File: src/rtl/adc_ctrl_pkg.sv
// Shared definitions for the ADC acquisition sequencer: state encoding,
// default widths and the shortest conversion period the ADC tolerates.
package adc_ctrl_pkg;

    localparam int DATA_W_DEFAULT    = 16;
    localparam int CNT_W_DEFAULT     = 16;
    localparam int SAMPLE_PERIOD_MIN = 40;

    typedef enum logic [1:0] {
        ST_IDLE      = 2'd0,
        ST_WAIT_TRIG = 2'd1,
        ST_CAPTURE   = 2'd2,
        ST_DRAIN     = 2'd3
    } acq_state_e;

endpackage

File: src/rtl/adc_acq_sequencer_if.sv
// Bundle of every non-clock signal of the acquisition sequencer.
// master = the sequencer itself, slave = its environment (control,
// adc_interface and the downstream sample consumer).
//
// Sample handshake: a sample transfers on a rising clk edge where
// smp_valid_p and smp_ready_p are both high. Once smp_valid_p is raised,
// smp_data_p and smp_last_p stay stable until that transfer happens (or the
// burst is abandoned by abort, timeout or reset). smp_ready_p may change
// freely and is allowed to depend on smp_valid_p.
interface adc_acq_sequencer_if
    import adc_ctrl_pkg::*;
#(
    parameter int DATA_W = DATA_W_DEFAULT
) ();

    logic              arm_p;
    logic              abort_p;
    logic [DATA_W-1:0] threshold_p;
    logic              adc_start_p;
    logic              adc_data_received_p;
    logic [DATA_W-1:0] adc_data_in_p;
    logic              smp_valid_p;
    logic [DATA_W-1:0] smp_data_p;
    logic              smp_last_p;
    logic              smp_ready_p;
    logic              busy_p;
    logic              done_p;
    logic              overrun_p;
    logic              timeout_p;
    acq_state_e        state_dbg;

    modport master (
        input  arm_p, abort_p, threshold_p,
        input  adc_data_received_p, adc_data_in_p, smp_ready_p,
        output adc_start_p, smp_valid_p, smp_data_p, smp_last_p,
        output busy_p, done_p, overrun_p, timeout_p, state_dbg
    );

    modport slave (
        output arm_p, abort_p, threshold_p,
        output adc_data_received_p, adc_data_in_p, smp_ready_p,
        input  adc_start_p, smp_valid_p, smp_data_p, smp_last_p,
        input  busy_p, done_p, overrun_p, timeout_p, state_dbg
    );

endinterface

File: src/rtl/adc_period_timer.sv
// Conversion-start generator: a reloadable down-counter that fires start_p
// every SAMPLE_PERIOD cycles while enabled, plus a watchdog that flags a
// start falling due while the previous conversion result is still missing.
// While disabled the counter sits at 0, so the first start comes on the
// first enabled cycle.
module adc_period_timer
    import adc_ctrl_pkg::*;
#(
    parameter int SAMPLE_PERIOD = 210,
    parameter int CNT_W         = CNT_W_DEFAULT
) (
    input  logic clk,
    input  logic rst,
    input  logic enable,
    input  logic received,
    output logic start_p,
    output logic timeout_p
);

    // Periods shorter than the ADC can convert are pulled up to the minimum.
    localparam int PERIOD_C = (SAMPLE_PERIOD < SAMPLE_PERIOD_MIN) ? SAMPLE_PERIOD_MIN : SAMPLE_PERIOD;
    localparam logic [CNT_W-1:0] RELOAD_C = CNT_W'(PERIOD_C - 1);

    logic [CNT_W-1:0] cnt_q, cnt_d;
    logic             outstanding_q, outstanding_d;
    logic             due;

    // Counter reload/decrement, start/timeout decision and outstanding flag.
    always_comb begin
        cnt_d         = '0;
        outstanding_d = 1'b0;
        due           = 1'b0;
        start_p       = 1'b0;
        timeout_p     = 1'b0;
        if (enable) begin
            due       = (cnt_q == '0);
            // A result arriving in the same cycle clears the flag first.
            timeout_p = due && outstanding_q && !received;
            start_p   = due && !timeout_p;
            cnt_d     = due ? RELOAD_C : cnt_q - 1'b1;
            if (start_p) begin
                outstanding_d = 1'b1;
            end else if (received) begin
                outstanding_d = 1'b0;
            end else begin
                outstanding_d = outstanding_q;
            end
        end
    end

    // Timer state registers.
    always_ff @(posedge clk) begin
        if (rst) begin
            cnt_q         <= '0;
            outstanding_q <= 1'b0;
        end else begin
            cnt_q         <= cnt_d;
            outstanding_q <= outstanding_d;
        end
    end

endmodule

File: src/rtl/adc_acq_sequencer.sv
// Triggered ADC acquisition: paces conversions, waits for a word at or
// above the armed threshold, captures a fixed-length burst (time based,
// words are dropped rather than stalling) and hands the samples downstream
// through a single-entry output register.
module adc_acq_sequencer
    import adc_ctrl_pkg::*;
#(
    parameter int DATA_W        = DATA_W_DEFAULT,
    parameter int SAMPLE_PERIOD = 210,
    parameter int CAPTURE_LEN   = 1024,
    parameter int CNT_W         = CNT_W_DEFAULT
) (
    input  logic                clk210_p,
    input  logic                reset_p,
    adc_acq_sequencer_if.master bus
);

    localparam logic [CNT_W-1:0] CAP_LEN_C = CNT_W'(CAPTURE_LEN);
    localparam logic             LEN_ONE_C = (CAPTURE_LEN == 1);

    acq_state_e        state_q, state_d;
    logic [DATA_W-1:0] thr_q, thr_d;
    logic [CNT_W-1:0]  smp_cnt_q, smp_cnt_d;
    logic              valid_q, valid_d;
    logic [DATA_W-1:0] data_q, data_d;
    logic              last_q, last_d;
    logic              done_q, done_d;
    logic              overrun_q, overrun_d;
    logic              timeout_q, timeout_d;

    logic              tmr_en;
    logic              tmr_start;
    logic              tmr_timeout;
    logic              accept;
    logic              take;
    logic              take_last;
    logic [CNT_W-1:0]  smp_cnt_inc;
    logic              cap_last;

    assign accept      = valid_q && bus.smp_ready_p;
    assign smp_cnt_inc = smp_cnt_q + 1'b1;
    assign cap_last    = (smp_cnt_inc == CAP_LEN_C);
    // An abort in the same cycle also suppresses any start that falls due.
    assign tmr_en      = ((state_q == ST_WAIT_TRIG) || (state_q == ST_CAPTURE)) && !bus.abort_p;

    adc_period_timer #(
        .SAMPLE_PERIOD (SAMPLE_PERIOD),
        .CNT_W         (CNT_W)
    ) u_timer (
        .clk       (clk210_p),
        .rst       (reset_p),
        .enable    (tmr_en),
        .received  (bus.adc_data_received_p),
        .start_p   (tmr_start),
        .timeout_p (tmr_timeout)
    );

    // Next-state, sample capture, output register and sticky flag logic.
    always_comb begin
        state_d   = state_q;
        thr_d     = thr_q;
        smp_cnt_d = smp_cnt_q;
        valid_d   = valid_q;
        data_d    = data_q;
        last_d    = last_q;
        done_d    = 1'b0;
        overrun_d = overrun_q;
        timeout_d = timeout_q;
        take      = 1'b0;
        take_last = 1'b0;

        if (accept) begin
            valid_d = 1'b0;
            last_d  = 1'b0;
        end

        case (state_q)
            ST_IDLE: begin
                if (bus.arm_p && !bus.abort_p) begin
                    thr_d     = bus.threshold_p;
                    overrun_d = 1'b0;
                    timeout_d = 1'b0;
                    smp_cnt_d = '0;
                    state_d   = ST_WAIT_TRIG;
                end
            end
            ST_WAIT_TRIG: begin
                if (bus.adc_data_received_p && (bus.adc_data_in_p >= thr_q)) begin
                    take      = 1'b1;
                    take_last = LEN_ONE_C;
                    smp_cnt_d = CNT_W'(1);
                    state_d   = LEN_ONE_C ? ST_DRAIN : ST_CAPTURE;
                end
            end
            ST_CAPTURE: begin
                if (bus.adc_data_received_p) begin
                    take      = 1'b1;
                    take_last = cap_last;
                    smp_cnt_d = smp_cnt_inc;
                    if (cap_last) begin
                        state_d = ST_DRAIN;
                    end
                end
            end
            ST_DRAIN: begin
                if (!valid_q || accept) begin
                    done_d  = 1'b1;
                    state_d = ST_IDLE;
                end
            end
            default: state_d = ST_IDLE;
        endcase

        // Load the captured word if the register is free this cycle,
        // otherwise the word is lost and the overrun flag sticks.
        if (take) begin
            if (!valid_q || accept) begin
                valid_d = 1'b1;
                data_d  = bus.adc_data_in_p;
                last_d  = take_last;
            end else begin
                overrun_d = 1'b1;
            end
        end

        if (tmr_timeout) begin
            timeout_d = 1'b1;
            valid_d   = 1'b0;
            last_d    = 1'b0;
            state_d   = ST_IDLE;
        end

        // Abort overrides everything, including a completing drain.
        if (bus.abort_p) begin
            state_d = ST_IDLE;
            valid_d = 1'b0;
            last_d  = 1'b0;
            done_d  = 1'b0;
        end
    end

    // State, sample and flag registers.
    always_ff @(posedge clk210_p) begin
        if (reset_p) begin
            state_q   <= ST_IDLE;
            thr_q     <= '0;
            smp_cnt_q <= '0;
            valid_q   <= 1'b0;
            data_q    <= '0;
            last_q    <= 1'b0;
            done_q    <= 1'b0;
            overrun_q <= 1'b0;
            timeout_q <= 1'b0;
        end else begin
            state_q   <= state_d;
            thr_q     <= thr_d;
            smp_cnt_q <= smp_cnt_d;
            valid_q   <= valid_d;
            data_q    <= data_d;
            last_q    <= last_d;
            done_q    <= done_d;
            overrun_q <= overrun_d;
            timeout_q <= timeout_d;
        end
    end

    assign bus.adc_start_p = tmr_start;
    assign bus.smp_valid_p = valid_q;
    assign bus.smp_data_p  = data_q;
    assign bus.smp_last_p  = last_q;
    assign bus.busy_p      = (state_q != ST_IDLE);
    assign bus.done_p      = done_q;
    assign bus.overrun_p   = overrun_q;
    assign bus.timeout_p   = timeout_q;
    assign bus.state_dbg   = state_q;

endmodule

File: src/flat_wrapper.sv
// flat-port wrapper written by rule: the top's interface ports become plain ports
module adc_acq_sequencer_flat import adc_ctrl_pkg::*;
#(
    parameter int DATA_W        = DATA_W_DEFAULT,
    parameter int SAMPLE_PERIOD = 210,
    parameter int CAPTURE_LEN   = 1024,
    parameter int CNT_W         = CNT_W_DEFAULT
)
  (clk210_p, reset_p, bus_arm_p, bus_abort_p, bus_threshold_p, bus_adc_data_received_p, bus_adc_data_in_p, bus_smp_ready_p, bus_adc_start_p, bus_smp_valid_p, bus_smp_data_p, bus_smp_last_p, bus_busy_p, bus_done_p, bus_overrun_p, bus_timeout_p, bus_state_dbg);
  adc_acq_sequencer_if #(.DATA_W(DATA_W)) bus_i ();
  input  logic clk210_p;
  input  logic reset_p;
  input wire logic [$bits(bus_i.arm_p)-1:0] bus_arm_p;
  input wire logic [$bits(bus_i.abort_p)-1:0] bus_abort_p;
  input wire logic [$bits(bus_i.threshold_p)-1:0] bus_threshold_p;
  input wire logic [$bits(bus_i.adc_data_received_p)-1:0] bus_adc_data_received_p;
  input wire logic [$bits(bus_i.adc_data_in_p)-1:0] bus_adc_data_in_p;
  input wire logic [$bits(bus_i.smp_ready_p)-1:0] bus_smp_ready_p;
  output wire logic [$bits(bus_i.adc_start_p)-1:0] bus_adc_start_p;
  output wire logic [$bits(bus_i.smp_valid_p)-1:0] bus_smp_valid_p;
  output wire logic [$bits(bus_i.smp_data_p)-1:0] bus_smp_data_p;
  output wire logic [$bits(bus_i.smp_last_p)-1:0] bus_smp_last_p;
  output wire logic [$bits(bus_i.busy_p)-1:0] bus_busy_p;
  output wire logic [$bits(bus_i.done_p)-1:0] bus_done_p;
  output wire logic [$bits(bus_i.overrun_p)-1:0] bus_overrun_p;
  output wire logic [$bits(bus_i.timeout_p)-1:0] bus_timeout_p;
  output wire logic [$bits(bus_i.state_dbg)-1:0] bus_state_dbg;
  assign bus_i.arm_p = bus_arm_p;
  assign bus_i.abort_p = bus_abort_p;
  assign bus_i.threshold_p = bus_threshold_p;
  assign bus_i.adc_data_received_p = bus_adc_data_received_p;
  assign bus_i.adc_data_in_p = bus_adc_data_in_p;
  assign bus_i.smp_ready_p = bus_smp_ready_p;
  assign bus_adc_start_p = bus_i.adc_start_p;
  assign bus_smp_valid_p = bus_i.smp_valid_p;
  assign bus_smp_data_p = bus_i.smp_data_p;
  assign bus_smp_last_p = bus_i.smp_last_p;
  assign bus_busy_p = bus_i.busy_p;
  assign bus_done_p = bus_i.done_p;
  assign bus_overrun_p = bus_i.overrun_p;
  assign bus_timeout_p = bus_i.timeout_p;
  assign bus_state_dbg = bus_i.state_dbg;
  adc_acq_sequencer #(.DATA_W(DATA_W), .SAMPLE_PERIOD(SAMPLE_PERIOD), .CAPTURE_LEN(CAPTURE_LEN), .CNT_W(CNT_W)) u_core (.clk210_p(clk210_p), .reset_p(reset_p), .bus(bus_i));
endmodule
File: config.mk
export PLATFORM = sky130hd
export DESIGN_NAME = adc_acq_sequencer_flat
export DESIGN_NICKNAME = d
export VERILOG_FILES = /design/src/rtl/adc_ctrl_pkg.sv /design/src/rtl/adc_acq_sequencer_if.sv /design/src/rtl/adc_period_timer.sv /design/src/rtl/adc_acq_sequencer.sv /design/src/flat_wrapper.sv
export SDC_FILE = /design/constraint.sdc
export NUM_CORES = 1
export LEC_CHECK = 0
export ABC_AREA = 1
export CAP_MARGIN = 25
export CORE_MARGIN = 1
export CORE_UTILIZATION = 50
export CTS_BUF_LIST = sky130_fd_sc_hd__clkbuf_8
export CTS_CLUSTER_DIAMETER = 40
export DETAILED_ROUTE_END_ITERATION = 10
export GPL_TIMING_DRIVEN = 0
export HOLD_SLACK_MARGIN = 0.08
export PLACE_DENSITY = 0.79
export REMOVE_ABC_BUFFERS = 1
export SYNTH_ARGS = -nofsm -noshare
export SYNTH_HDL_FRONTEND = slang
export SYNTH_SLANG_ARGS = --single-unit
export TNS_END_PERCENT = 30
File: constraint.sdc
create_clock -name clk210_p -period 1.7 [get_ports clk210_p]
set_input_delay 0.17 -clock clk210_p [delete_from_list [all_inputs] [get_ports clk210_p]]
set_output_delay 0.17 -clock clk210_p [all_outputs]
set_load 0.02 [all_outputs]
### Word level (Yosys, flattened, before mapping)

Index checks and enable logic that the tools add are counted.
Widths: inputs -> output; s select.

| word-level totals | value |
|---|---|
| register bits after elaboration | 72 |
| latch bits | 0 |
| RAM bits | 0 |
| ROM bits | 0 |
| input port bits | 38 |
| output and inout port bits | 25 |
| word-level logic and storage cells | 89 |
| memories kept | 0 |

| operators by class | value |
|---|---|
| add/sub/neg operators | 2 |
| multiply operators | 0 |
| divide/modulo/power cells | 0 |
| magnitude comparators | 1 |
| equality and inequality tests | 9 |
| shift-type cells | 0 |
| multiplexer cells | 34 |
| bitwise logic cells | 2 |
| reductions and logical operators | 29 |

Operators by type and width:

| cell | count |
|---|---|
| $mux 16 | 3 |
| $pmux 16 s3 | 1 |
| $mux 1 | 22 |
| $add 16x1->16 const B | 1 |
| $eq 16x11->1 const B | 1 |
| $ge 16x16->1 | 1 |
| $logic_not 16->1 | 1 |
| $sub 16x1->16 const B | 1 |
| $mux 2 | 5 |
| $reduce_or 3->1 | 3 |
| $mux 8 | 1 |
| $pmux 2 s4 | 1 |
| $reduce_bool 2->1 | 4 |
| $logic_and 1x1->1 | 7 |
| $ne 2x1->1 const B | 3 |
| $reduce_and 2->1 | 3 |
| $reduce_and 5->1 | 1 |
| $eq 2x2->1 const B | 2 |
| $logic_not 1->1 | 4 |
| $ne 2x2->1 const B | 2 |
| $reduce_and 4->1 | 1 |
| $reduce_bool 3->1 | 1 |
| $eq 2x1->1 const B | 1 |
| $logic_not 2->1 | 1 |
| 4 further kinds | 6 |

### Depth between registers and ports, before layout

| logic depth | value |
|---|---|
| depth after elaboration | 6 |
| mapped depth | 18 |
| gate-level depth less buffers | 18 |

### By module

A second synthesis with hierarchy kept.

| second synthesis, totals | value |
|---|---|
| cell total of the unflattened synthesis | 608 |
| area, all modules | 4182.8 um^2 |

By module, submodules not included:

| module | instances | cells an instance | area an instance (um^2) | sequential area each (um^2) |
|---|---|---|---|---|
| adc_acq_sequencer | 1 | 473 | 3221.8 | 1101.1 |
| adc_period_timer | 1 | 135 | 960.9 | 340.3 |

### Worst setup path before layout

Ideal clock, no wire load.

| path | value |
|---|---|
| path type | reg2out |
| start | register u_core.u_timer.cnt_q[0] |
| end | output bus_adc_start_p |
| arrival time | 1.717 ns |
| data required time | 1.530 ns |
| setup slack | -0.187 ns |
| stages on the path, launching flop included | 11 |
| buffers on the path | 0 |
| cells stage by stage | dfxtp_1 inv_1 ha_1 nand2_1 nor2_1 nand3_1 nor2_2 nand2_1 nor2_1 nand4_1 nor3_1 |

| on the way | value |
|---|---|
| word-level cells in the longest chain between the ends | 6 |

Ends and longest elaborated chain:

| element | line | source |
|---|---|---|
| from (decl) | adc_period_timer.sv:24 | `logic [CNT_W-1:0] cnt_q, cnt_d;` |
| from (signal assigned) | adc_period_timer.sv:57 | `cnt_q <= cnt_d;` |
| $logic_not 16->1 * | adc_period_timer.sv:36 | `due = (cnt_q == '0);` |
| $logic_and 1x1->1 (2 in a row) | adc_period_timer.sv:38 | `timeout_p = due && outstanding_q && !received;` |
| $logic_not 1->1 | adc_period_timer.sv:39 | `start_p = due && !timeout_p;` |
| $logic_and 1x1->1 * | adc_period_timer.sv:39 |  |
| $mux 1 * | adc_period_timer.sv:35 | `if (enable) begin` |
| to (decl) | flat_wrapper.sv:19 | `output wire logic [$bits(bus_i.adc_start_p)-1:0] bus_adc_start_p;` |

Mark *: on every way between the ends. The rest lies on a longest branch, timed or not.

### Final worst setup path

| path | value |
|---|---|
| start | register u_core.thr_q[2] |
| end | register u_core.data_q[12] (netlist: u_core.bus.smp_data_p[12]) |

| on the way | value |
|---|---|
| word-level cells in the longest chain between the ends | 5 |

Ends and longest elaborated chain:

| element | line | source |
|---|---|---|
| from (decl) | adc_acq_sequencer.sv:22 | `logic [DATA_W-1:0] thr_q, thr_d;` |
| from (signal assigned) | adc_acq_sequencer.sv:156 | `thr_q <= thr_d;` |
| $ge 16x16->1 | adc_acq_sequencer.sv:88 | `if (bus.adc_data_received_p && (bus.adc_data_in_p >= thr_q)) begin` |
| $logic_and 1x1->1 | adc_acq_sequencer.sv:88 |  |
| $mux 1 | adc_acq_sequencer.sv:88 |  |
| $pmux 1 s2 | adc_acq_sequencer.sv:77 | `case (state_q)` |
| $reduce_and 2->1 (no source line) | - |  |
| to (signal assigned) | adc_acq_sequencer.sv:159 | `data_q <= data_d;` |
| to (decl) | adc_acq_sequencer.sv:25 | `logic [DATA_W-1:0] data_q, data_d;` |

Every way passes these cells.
A chain may end at the register's enable or synchronous reset.

==> results.py <==
metrics = {
    "outcome": {
        "status": "finished with violations",
        "violations": "setup timing",
    },
    "critical_path": {
        "cp_max_fo": 8,
        "worst_r2r_path_depth": 17,
        "timing.rr.start": "u_core.thr_q[2]",
        "arrival_ns": 2.46,
        "crit_buf_inv": 3,
        "ff2ff_setup_slack_ns": -0.46,
        "crit_path_max_incr_delay_ns": 0.32,
        "cp-start-kind": "flip-flop",
        "critical-path-slowest-cell": "dfxtp_1",
        "critical_path_class": "reg -> reg",
        "endpoint_kind": "flip-flop",
        "crit_family": "simple AND/OR/NAND/NOR gates",
        "worst-endpoint-required_ns": 2.00,
        "crit_top_cell": "nand2_1",
        "regToRegEndpoint": "u_core.bus.smp_data_p[12]",
        "cp_cell_sequence": "inv_1 -> ha_1 -> nand2_2 -> nor2_2 -> nand2_1 -> nand2_1 -> nor2_1 -> nand2_1 -> nand2_1 -> nand2_2 -> nand2_4 -> o21ai_4 -> buf_12 -> nand2_8 -> clkinv_8 -> nor2_4 -> nor2_1",
    },
    "logic_synthesis": {
        "synth_flop_cell": "dfxtp_1",
        "synthArstFlopShare_pct": 0,
        "seq_area_frac_synth_pct": 38.7,
        "synth_cell_type_count": 32,
        "synthesis.area_um2": 3730,
        "avgSynthCellArea_um2": 6.89,
        "syn_inst": 541,
        "synth_seq_cells": 72,
        "synth_edf_count": 0,
        "yosysWarnings": 0,
    },
    "clock_network": {
        "clock_latency_ns": 0.36,
        "clock_path_buffers": 2,
        "numCtsBuffers": 9,
        "cts_max_level": 3,
        "path_clk_slew_ns": 0.08,
        "cts.sinks": 72,
        "tritoncts": "built",
        "cts_root_buf": "clkbuf_8",
    },
    "pwr": {
        "p_sw_share_pct": 32.4,
        "irDropWorstVdd_v": 0.000499,
        "net-switching-power_w": 0.00140,
        "p_comb_share_pct": 26.2,
        "p_int_w": 0.00293,
        "seq_power_share_pct": 42.9,
        "leakagePower_nw": 2.15,
        "pwr-share-clk_pct": 30.9,
        "p_per_area_nw_per_um2": 796,
    },
    "grt": {
        "gr-usage-all-layers_pct": 26.1,
        "grt_pass1_wl_mm": 15.9,
        "grt_pass1_vias": 3682,
        "antenna_found_initial": 0,
        "gr-total-overflow": 0,
        "grt_max_degree": 27,
    },
    "placed_design": {
        "io_buffers": 62,
        "gp_congestion": 0.910,
        "post-dp-hpwl_mm": 6.31,
        "dp.cells": 690,
    },
    "route": {
        "dr.pass1.iters": 5,
        "ant_nets": 0,
        "wl_per_cell_um": 15.7,
        "wl_mm": 11.4,
        "wl_met1_mm": 4.46,
        "drc": 0,
        "top_layer_used": "met4",
        "vias": 4035,
        "wl_met2_mm": 5.78,
        "drt_iter0_drc": 271,
        "wl_met3_um": 816,
        "viasPerCell": 5.53,
    },
    "floorplanning": {
        "die_h_um": 88.4,
        "start_util_pct": 51.7,
        "pin_count": 63,
        "num_rows": 31,
        "core_um2": 7210,
        "dieArea_um2": 7810,
        "dieWidth_um": 88.4,
    },
    "worst_hold_path": {
        "hold_path_class": "reg -> reg",
        "hold_start": "u_core.u_timer.cnt_q[0]",
        "hold_end": "u_core.u_timer.cnt_q[0]",
        "hold_path_depth": 1,
    },
    "timing": {
        "worst_clock_skew_ns": 0.0107,
        "min_period_ns": 2.16,
        "fin_crit_sh_pct": 127,
        "hold_viol": 0,
        "setup_slack_ns": -0.463,
        "maxSlewHeadroom_pct": 52.4,
        "finalMaxSlewViolations": 0,
        "tightest_slew_ns": 0.714,
        "rsz0062_at_grt": "yes",
        "hold_ws_ns": 0.433,
        "setup_viol": 42,
        "fmax_mhz": 462,
    },
    "final_layout": {
        "diodes": 0,
        "layout.nets": 686,
        "finalNonFillerCells": 729,
        "drive_above_1_share_pct": 26.7,
        "nFillCells": 510,
        "area_growth_syn_to_layout_pct": 46.0,
    },
    "job": {
        "max-cap-violations": 0,
    },
}
## worst reg2reg max path, stage by stage, from the launching register on
cell and delay (ns):
dfxtp_1 0.32, inv_1 0.06, ha_1 0.30, nand2_2 0.06
nor2_2 0.11, nand2_1 0.06, nand2_1 0.05, nor2_1 0.04
nand2_1 0.05, nand2_1 0.07, nand2_2 0.12, nand2_4 0.08
o21ai_4 0.23, buf_12 0.18, nand2_8 0.10, clkinv_8 0.15
nor2_4 0.04, nor2_1 0.11
## cell families (layout without fill, tap and decap cells)
logic type / count (synthesis) / after routing / share of synthesized area (%)
and+or+nand+nor: 235 / 241 / 27.3
DFF: 72 / 72 / 38.7
buffers and inverters: 85 / 168 / 8.79
xor gates and xnor gates: 5 / 5 / 1.17
adders and majority gates: 22 / 22 / 7.38
AOI/OAI and AO/OA: 122 / 122 / 16.7
## routing by layer
layer  global-route usage (%)  vias to the layer above
li1                         -                     1927
met4                     12.9                        0
met2                     46.4                      211
met1                     30.1                     1853
met3                     4.66                       44
met5                        0                        -
## synthesized netlist by cell type (5+ instances only)
cell / n / share of area [%]
ha_1: 22 / 7.4
o21ai_0: 58 / 7.8
a21oi_1: 60 / 8.1
nor3_1: 5 / 0.67
nand3_1: 15 / 2.0
nor2_2: 6 / 1.0
clkbuf_1: 12 / 1.2
dfxtp_1: 72 / 39
nand2_1: 99 / 10
nor2_1: 85 / 8.6
nand4_1: 8 / 1.3
inv_1: 69 / 6.9
## per-stage QoR
stage	setup TNS [ns]	util, %	power, W	setup WS, ns	cell area [µm²]
4_1_cts	-9.80	69.4	0.00416	-0.422	5010
3_5_place_dp	-39.42	61.7	0.00268	-1.42	4450
6_report	-14.99	75.5	0.00433	-0.463	5440
5_1_grt	-20.46	75.5	0.00452	-0.604	5440
2_1_floorplan	-9.95	-	0.00239	-0.476	3670
3_3_place_gp	-44.10	61.2	0.00263	-1.28	4410
## timing repair
| item | CTS | global route |
|---|---|---|
| setup endpoints to repair | 54 | 58 |
| resized for setup | 91 | 94 |
| buffers inserted | 10 | 7 |
| hold buffers | 0 | 0 |
| cloned | 3 | 4 |
| pin swaps | 11 | 33 |
## state kept, by name, indices dropped and copies added, names as in the netlist, 2 cells and up
register,cells
u_core.bus.smp_data_p,16
u_core.bus.state_dbg,2
u_core.smp_cnt_q,16
u_core.thr_q,16
u_core.u_timer.cnt_q,16
## cells in the final DEF (no fill, tap or decap), types with 2 or more instances in the layout
master / instances
nor2_4: 11
nand2_2: 11
ha_1: 11
nand2_8: 4
buf_4: 12
or2_2: 3
nand2_4: 5
xnor2_1: 2
nor3_1: 4
a21oi_1: 48
nand3_1: 8
clkbuf_8: 9
o21ai_0: 26
nand3_2: 8
clkinv_8: 2
ha_4: 11
inv_1: 58
nand3_4: 4
inv_2: 11
o21ai_1: 14
clkinv_2: 3
nor2_2: 12
nor2_1: 70
nand2_1: 84
clkdlybuf4s50_1: 60
a21oi_2: 11
dfxtp_2: 11
dfxtp_4: 2
xor2_1: 3
dfxtp_1: 59
nand4_1: 8
o21ai_2: 18
buf_6: 4
## power by group through the flow
stage,registers [W],logic (W),clock network (W)
after global routing,0.00187,0.00124,0.00140
after floorplan,0.00188,0.000509,0
after CTS,0.00185,0.000975,0.00134
after global placement,0.00188,0.000751,0
final,0.00186,0.00113,0.00134
after detailed placement,0.00188,0.000791,0
## how the worst max path moves through the flow
stage / from / slack, ns / cells past startpoint / endpoint
finish: u_core.thr_q[2] / -0.46 / 17 / u_core.bus.smp_data_p[12]
global route: u_core.thr_q[2] / -0.60 / 17 / u_core.bus.smp_data_p[0]
CTS: u_core.u_timer.cnt_q[0] / -0.42 / 11 / bus_adc_start_p
detailed placement: bus_adc_data_in_p[0] / -1.42 / 16 / u_core.smp_cnt_q[7]
global placement: bus_adc_data_in_p[0] / -1.28 / 16 / u_core.smp_cnt_q[10]
floorplan: u_core.thr_q[7] / -0.48 / 15 / u_core.smp_cnt_q[10]
## area by class of cell
type	count	area, µm²	share of cell area (%)
multi-input cells	390	2560	47.0
clock inverters	6	61.3	1.13
well taps	99	124	2.28
flip-flops and latches	72	1460	26.9
repair buffers	81	815	15.0
repair inverters	1	16.3	0.299
clock buffers	9	124	2.28
inverters	71	282	5.17
Power figures use the tool's default switching activity.
